$ cat config.mk
export PLATFORM = sky130hd
export DESIGN_NAME = keypad_scanner
export DESIGN_NICKNAME = d
export VERILOG_FILES = /design/src/rtl/keypad_scanner.sv
export SDC_FILE = /design/constraint.sdc
export NUM_CORES = 1
export LEC_CHECK = 0
export CORE_MARGIN = 5
export CORE_UTILIZATION = 39
export DETAILED_ROUTE_END_ITERATION = 6
export PLACE_DENSITY_LB_ADDON = 0.25
export SYNTH_ARGS = -nofsm -noshare
export SYNTH_HDL_FRONTEND = slang
export SYNTH_SLANG_ARGS = --single-unit
export TNS_END_PERCENT = 100
$ cat constraint.sdc
create_clock -name clk_i -period 11.65 [get_ports clk_i]
set_input_delay 1.165 -clock clk_i [delete_from_list [all_inputs] [get_ports clk_i]]
set_output_delay 1.165 -clock clk_i [all_outputs]
set_load 0.05 [all_outputs]
$ cat src/rtl/keypad_scanner.sv
// 4x4 hex keypad scanner: steps one active-low column at a time, assembles a
// 16-key frame every four steps and debounces single-key presses across frames.
module keypad_scanner #(
  parameter int DIV_RATE     = 9,
  parameter int DEBOUNCE_CNT = 4
) (
  input  logic       clk_i,
  input  logic       rstn_i,
  input  logic [3:0] row_i,
  output logic [3:0] col_o,
  output logic [3:0] key_code_o,
  output logic       key_valid_o,
  output logic       key_down_o
);

  typedef enum logic [1:0] {
    S_IDLE,
    S_PRESS_CHK,
    S_DOWN,
    S_RELEASE_CHK
  } state_t;

  localparam logic [3:0] DB = 4'(DEBOUNCE_CNT);

  logic [3:0]          r_sync1, r_sync2;
  logic [DIV_RATE-1:0] r_presc;
  logic [1:0]          r_col;
  logic [3:0]          r_col_o;
  logic [15:0]         r_frame;
  logic                r_frame_done;
  state_t              r_state;
  logic [3:0]          r_cnt, r_cand, r_code;
  logic                r_valid, r_down;

  logic                w_tick;
  logic [1:0]          w_next_col;
  logic [4:0]          w_ones;
  logic [3:0]          w_idx;
  logic                w_empty, w_single, w_match;
  logic [3:0]          w_cnt_inc;

  assign w_tick     = &r_presc;
  assign w_next_col = r_col + 2'd1;
  assign w_cnt_inc  = r_cnt + 4'd1;

  // Rows are sampled at the end of each column's dwell, after the synchronizer settles.
  always_ff @(posedge clk_i) begin
    if (!rstn_i) begin
      r_sync1      <= 4'hF;
      r_sync2      <= 4'hF;
      r_presc      <= '0;
      r_col        <= '0;
      r_col_o      <= 4'b1110;
      r_frame      <= '0;
      r_frame_done <= 1'b0;
    end else begin
      r_sync1      <= row_i;
      r_sync2      <= r_sync1;
      r_presc      <= r_presc + {{(DIV_RATE-1){1'b0}}, 1'b1};
      r_frame_done <= w_tick && (r_col == 2'd3);
      if (w_tick) begin
        r_frame[{r_col, 2'b00} +: 4] <= ~r_sync2;
        r_col                        <= w_next_col;
        r_col_o                      <= ~(4'b0001 << w_next_col);
      end
    end
  end

  always_comb begin
    w_ones = '0;
    w_idx  = '0;
    for (int unsigned i = 0; i < 16; i++) begin
      if (r_frame[i]) begin
        w_ones = w_ones + 5'd1;
        w_idx  = 4'(i);
      end
    end
  end

  assign w_empty  = (w_ones == 5'd0);
  assign w_single = (w_ones == 5'd1);
  assign w_match  = w_single && (w_idx == r_cand);

  always_ff @(posedge clk_i) begin
    if (!rstn_i) begin
      r_state <= S_IDLE;
      r_cnt   <= '0;
      r_cand  <= '0;
      r_code  <= '0;
      r_valid <= 1'b0;
      r_down  <= 1'b0;
    end else begin
      r_valid <= 1'b0;
      if (r_frame_done) begin
        case (r_state)
          S_IDLE: begin
            if (w_single) begin
              r_state <= S_PRESS_CHK;
              r_cand  <= w_idx;
              r_cnt   <= 4'd1;
            end
          end
          S_PRESS_CHK: begin
            if (w_match) begin
              r_cnt <= w_cnt_inc;
              if (w_cnt_inc == DB) begin
                r_state <= S_DOWN;
                r_code  <= r_cand;
                r_valid <= 1'b1;
                r_down  <= 1'b1;
              end
            end else if (w_single) begin
              r_cand <= w_idx;
              r_cnt  <= 4'd1;
            end else if (w_empty) begin
              r_state <= S_IDLE;
            end
          end
          S_DOWN: begin
            if (w_empty || (w_single && !w_match)) begin
              r_state <= S_RELEASE_CHK;
              r_cnt   <= 4'd1;
            end
          end
          S_RELEASE_CHK: begin
            if (w_empty) begin
              r_cnt <= w_cnt_inc;
              if (w_cnt_inc == DB) begin
                r_state <= S_IDLE;
                r_down  <= 1'b0;
              end
            end else if (w_match) begin
              r_state <= S_DOWN;
              r_cnt   <= '0;
            end
          end
          default: r_state <= S_IDLE;
        endcase
      end
    end
  end

  assign col_o       = r_col_o;
  assign key_code_o  = r_code;
  assign key_valid_o = r_valid;
  assign key_down_o  = r_down;

endmodule

# Yosys cells after proc, flatten, opt, wreduce, memory -nomap -nowiden
# Index checks and enable logic that the tools add are counted.
# word_totals
reg_bits,56
input_bits,6
out_inout_bits,10
elab_cells,129
# classes
add_sub_neg,19
n_eq_ne,19
shifts,3
n_mux,57
bitwise,2
reduce_logical,16
# ops
operator,n
two-way mux 4 bit,21
adder 5 x 1 -> 5 bit (second input constant),15
two-way mux 5 bit,15
two-way mux 2 bit,9
bitwise mux 16 bit,1
case mux 4 bit (4 select lines),1
variable shift 4 x 6 -> 16 bit (first input constant),1
indexed part select 4 x 6 -> 16 bit,1
inequality test 3 bit (second input constant),5
inequality test 2 bit (second input constant),7
adder 9 x 1 -> 9 bit (second input constant),1
AND reduction 9 bit,1
inverter 4 bit,2
case mux 2 bit (4 select lines),1
case mux 4 bit (2 select lines),1
AND reduction 4 bit,2
AND reduction 8 bit,1
two-way mux 1 bit,7
== test 2 bit (second input constant),3
negation 4 -> 6 bit,1
AND reduction 3 bit,2
AND reduction 6 bit,1
== test 5 x 1 -> 1 bit (second input constant),1
zero test 5 bit,1
12 further kinds,15

# Depth between registers and ports, before layout
# depth
depth_word,38
ltp_mapped,47
ltp_nobuf,47

# Least setup slack after synthesis
# Ideal clock, no wire load.
# synth_timing
kind,register to register
from,register r_frame[0]
to,"register r_code[2], in the netlist key_code_o[2]"
setup_ns,0.128
arrival_time_ns,9.280
path_slack_ns,2.243
stages_incl_launch_ff,45
period_less_slack_ns,9.407
path_cell_list,dfxtp_1 > ha_1 > or2_2 > and2_1 > ha_1 > mux2_2 > ha_1 > mux2_2 > ha_1 > a32oi_1 > nand2_1 > ha_1 > nand2b_1 > o21a_1 > ha_1 > mux2i_1 > a31o_2 > inv_1 > (+9 left out) > nand2b_1 > o21a_1 > ha_1 > mux2_2 > o31a_1 > ha_1 > mux2_2 > ha_1 > nand2_1 > xor2_1 > xnor2_1 > nand3_1 > or3_1 > mux2_4 > or4_4 > buf_6 > mux2i_1 > nor2_1
# synth_via
elab_chain_len,34
# synth_lines
item,line,text
from (decl),29,logic [15:0] r_frame;
"from (signal, indexed assignment)",62,"r_frame[{r_col, 2'b00} +: 4] <= ~r_sync2;"
two-way mux 1 bit (*),73,if (r_frame[i]) begin
adder 5 x 1 -> 5 bit,74,w_ones = w_ones + 5'd1;
two-way mux 5 bit (*),73,
adder 5 x 1 -> 5 bit,74,
two-way mux 5 bit (*),73,
adder 5 x 1 -> 5 bit,74,
two-way mux 5 bit (*),73,
adder 5 x 1 -> 5 bit,74,
(+18 left out),n/a,
two-way mux 5 bit (*),73,
adder 5 x 1 -> 5 bit,74,
two-way mux 5 bit (*),73,
adder 5 x 1 -> 5 bit,74,
two-way mux 5 bit (*),73,
== test 5 x 1 -> 1 bit (*),81,assign w_single = (w_ones == 5'd1);
logical AND 1 bit (*),82,assign w_match = w_single && (w_idx == r_cand);
AND reduction 4 bit (no source line) (*),n/a,
to (signal assigned),108,r_code <= r_cand;
to (decl),32,"logic [3:0] r_cnt, r_cand, r_code;"
# Mark *: on every way between the ends. The rest lies on a longest branch, timed or not.
# A chain may end at the register's enable or synchronous reset.

# Worst setup path after layout
# layout_timing
from,register r_frame[0]
to,register r_cnt[0]
# layout_via
elab_chain_len,38
elab_cells_between_ends,44
classes_between,add/sub: 15; eq/ne: 3; mux: 20; reduce/logical: 6
# layout_lines
item,line,text
two-way mux 1 bit (*),73,
adder 5 x 1 -> 5 bit,74,
two-way mux 5 bit (*),73,
adder 5 x 1 -> 5 bit,74,
two-way mux 5 bit (*),73,
adder 5 x 1 -> 5 bit,74,
two-way mux 5 bit (*),73,
adder 5 x 1 -> 5 bit,74,
(+22 left out),n/a,
two-way mux 5 bit (*),73,
== test 5 x 1 -> 1 bit,81,
logical AND 1 bit,82,
zero test 1 bit,120,if (w_empty || (w_single && !w_match)) begin
logical AND 1 bit,120,
logical OR 1 bit,120,
inequality test 2 bit (no source line),n/a,
AND reduction 3 bit (no source line),n/a,
to (signal assigned),105,r_cnt <= w_cnt_inc;
to (signal assigned),127,r_cnt <= w_cnt_inc;
to (decl),32,
# Marks and branches as above.

==> results.cfg <==
[worst_setup_path]
startpoint = r_frame[0]$_SDFFE_PN0P_
cp.arrival_ns = 10.59
crit_fanout = 5
cp.required_ns = 11.89
rrSetupSlack_ns = 1.30
rr_startpoint = r_frame[0]$_SDFFE_PN0P_
critPathSlowestCell = o21ai_0
critPathMaxStageDelay_ns = 0.41
end_kind = flip-flop
cpMostUsedCell = ha_1
reg2reg_to = r_cnt[0]$_SDFFE_PN0P_
startpoint_type = flip-flop
reg2regPathDepth = 45
crit_type = reg2reg

[clock_tree]
cts_setup_buffers = 0
cts_htree_levels = 2
cts_hold_buf = 0
root_buffer = clkbuf_8
cts_tree = built
path_clk_slew_ns = 0.11
clk_path_buf_depth = 2
clock_sinks = 56
cts-resized-gates = 0
numCtsBuffers = 5
insertion_delay_ns = 0.31

[worst_hold_path]
min_path_cells = 1
holdCritPathClass = reg2reg
hp-start = r_sync1[2]$_SDFF_PN1_
min_to = r_sync2[2]$_SDFF_PN1_

[grt]
grt_pass1_wl_um = 15300
grt_pass1_vias = 3361
grtUsageTotal_pct = 13.8
antenna_found_initial = 0
grt-ovfl-total = 0
grt_start_max_net_pins = 22

[synth]
synth_edf_count = 0
yosysWarnings = 0
ys_seq_area_share_pct = 26.4
syn_nets = 556
dominantRegCellSynth = dfxtp_1
netlist.area_leader.share_pct = 26.4
synthTopCellsByArea = dfxtp_1, ha_1, nor2_1
synthCells = 527
async_flop_share_pct = 0
synth-seq-cells = 56
syn_area_sq_mm = 0.00425
synth_area_leader_cell = dfxtp_1
synth_area_per_cell_sq_um = 8.06
synthDistinctLibCells = 72

[final_layout]
final_common_cell = nor2_1
mostFrequentLayoutCells = nor2_1, dfxtp_1, nand2_1, a21oi_1, xnor2_1
final_area_sq_mm = 0.00458
n_fill_cell = 1126
area_growth_pct = 7.93
fin_nets = 553
drive_gt1_share_pct = 6.67
insertedDiodeCount = 0

[outcome]
status = finished clean

[detailed_routing]
wl_met1_um = 4240
routed.top_layer = met4
wl_met2_um = 4070
routed_wl_um = 8620
firstDrtPassIters = 6
vias = 3573
post-route-drc-count = 0
ant_nets = 0
met3_length_um = 199
wl_per_cell_um = 13.0
via_per_inst = 5.37
drtIter0Drc = 149

[floorplanning]
die_y_um = 114
rows = 38
die_w_um = 114
start_util_pct = 39.5
die-area_sq_mm = 0.0131
ios = 16
core_sq_mm = 0.0107

[timing]
setup_viol = 0
clock-skew-final_ns = 0.0113
setup_ws_ns = 1.30
tns_ns = 0
period_share_pct = 88.9
grt_setup_unrepaired = false
tightest_slew_ns = 0.730
holdWs_ns = 0.410
final_max_slew_viol_count = 0
final_hold_viol_count = 0
fmax_mhz = 96.6
slew_headroom_pct = 51.3
min_period_ns = 10.35

[power]
switchingPower_mw = 0.0729
intPower_mw = 0.262
p_seq_share_pct = 58.2
pwr-share-comb_pct = 2.2
pwr-share-clk_pct = 39.5
vdd.ir_drop.worst_v = 0.0000883
switching_share_pct = 21.8
powerDensity_mw_per_mm2 = 73.1
p_leak_nw = 1.87

[run]
maxCapViolations = 0

[place]
place_area_sq_mm = 0.00447
preCtsSetupSlack_ns = 1.35
place_congestion = 0.829
hpwl_um = 6590
io_buffers = 15
==> per-layer routing <==
layer  vias up  global-route usage [%]
met5         -                       0
met4         0                    4.35
li1       1832                       -
met1      1675                    18.0
met3        12                    1.53
met2        54                    23.8
==> Yosys cell counts (5+ instances only) <==
library cell and n:
nand3_1 13, a21oi_1 32, nor2_1 74, mux2i_1 14
ha_1 23, or3_1 9, a31oi_1 5, xnor2_1 26
and3_1 5, nor3_1 9, nand2_1 50, a211oi_1 6
clkbuf_1 21, and2_1 8, xor2_1 15, dfxtp_1 56
nand2b_1 13, o21ai_0 20, nor2b_1 10, nand4_1 7
inv_1 21, mux2_2 5
==> worst max path at each step <==
stage,endpoint,slack (ns),cells after the start
after detailed placement,r_cnt[0]$_SDFFE_PN0P_,1.35,45
after global placement,key_code_o[0]$_SDFFE_PN0P_,1.80,43
after global routing,r_cnt[0]$_SDFFE_PN0P_,0.51,45
after CTS,r_cnt[0]$_SDFFE_PN0P_,1.32,45
after floorplan,key_code_o[2]$_SDFFE_PN0P_,2.24,44
final,r_cnt[0]$_SDFFE_PN0P_,1.30,45
==> flip-flops by register name (all words and copies together) (netlist names) <==
signal,cells
r_frame,16
r_presc,9
col_o,4
key_code_o,4
r_cand,4
r_cnt,4
r_sync1,4
r_sync2,4
r_col,2
r_state,2
key_down_o,1
key_valid_o,1
r_frame_done,1
==> area by class of cell <==
class / instances / area, sq um / share of cell area, %
clock inverters: 3 / 46.3 / 1.01
inverters: 22 / 82.6 / 1.80
clock buffers: 5 / 68.8 / 1.50
multi-input cells: 423 / 2930 / 64.0
well taps: 140 / 175 / 3.82
flip-flops and latches: 56 / 1120 / 24.5
repair buffers: 16 / 158 / 3.44
==> stage by stage <==
step	instances	power [mW]	utilization, %
3_5_place_dp	657	0.207	41.6
4_1_cts	665	0.339	42.6
6_report	665	0.335	42.6
5_1_grt	665	0.348	42.6
3_3_place_gp	657	0.207	41.6
2_1_floorplan	527	0.204	-
==> worst max-delay path: cells and delay by family (launching register included) <==
| family | cells | cell delay (ns) |
|---|---|---|
| AO/OA/AOI/OAI | 13 | 2.81 |
| adder cells (fa/ha/maj) | 13 | 3.85 |
| multiplexers | 6 | 1.47 |
| AND/OR/NAND/NOR | 9 | 1.53 |
| flip-flops | 1 | 0.34 |
| buffers and inverters | 4 | 0.25 |
==> power groups by stage <==
stage | registers (mW) | clock network [mW] | logic, mW
2_1_floorplan | 0.199 | 0 | 0.00469
3_3_place_gp | 0.199 | 0 | 0.00746
3_5_place_dp | 0.199 | 0 | 0.00762
4_1_cts | 0.195 | 0.136 | 0.00761
5_1_grt | 0.196 | 0.144 | 0.00842
6_report | 0.195 | 0.132 | 0.00744
==> logic make-up after synthesis <==
logic type	after synthesis	synth area share, %
XOR/XNOR	52	14.7
AO/OA/AOI/OAI	104	16.2
multiplexers	21	5.51
flip-flops	56	26.4
adder cells (fa/ha/maj)	24	7.01
AND/OR/NAND/NOR	222	25.7
buffers and inverters	48	4.57
(Power assumes the default switching activity.)
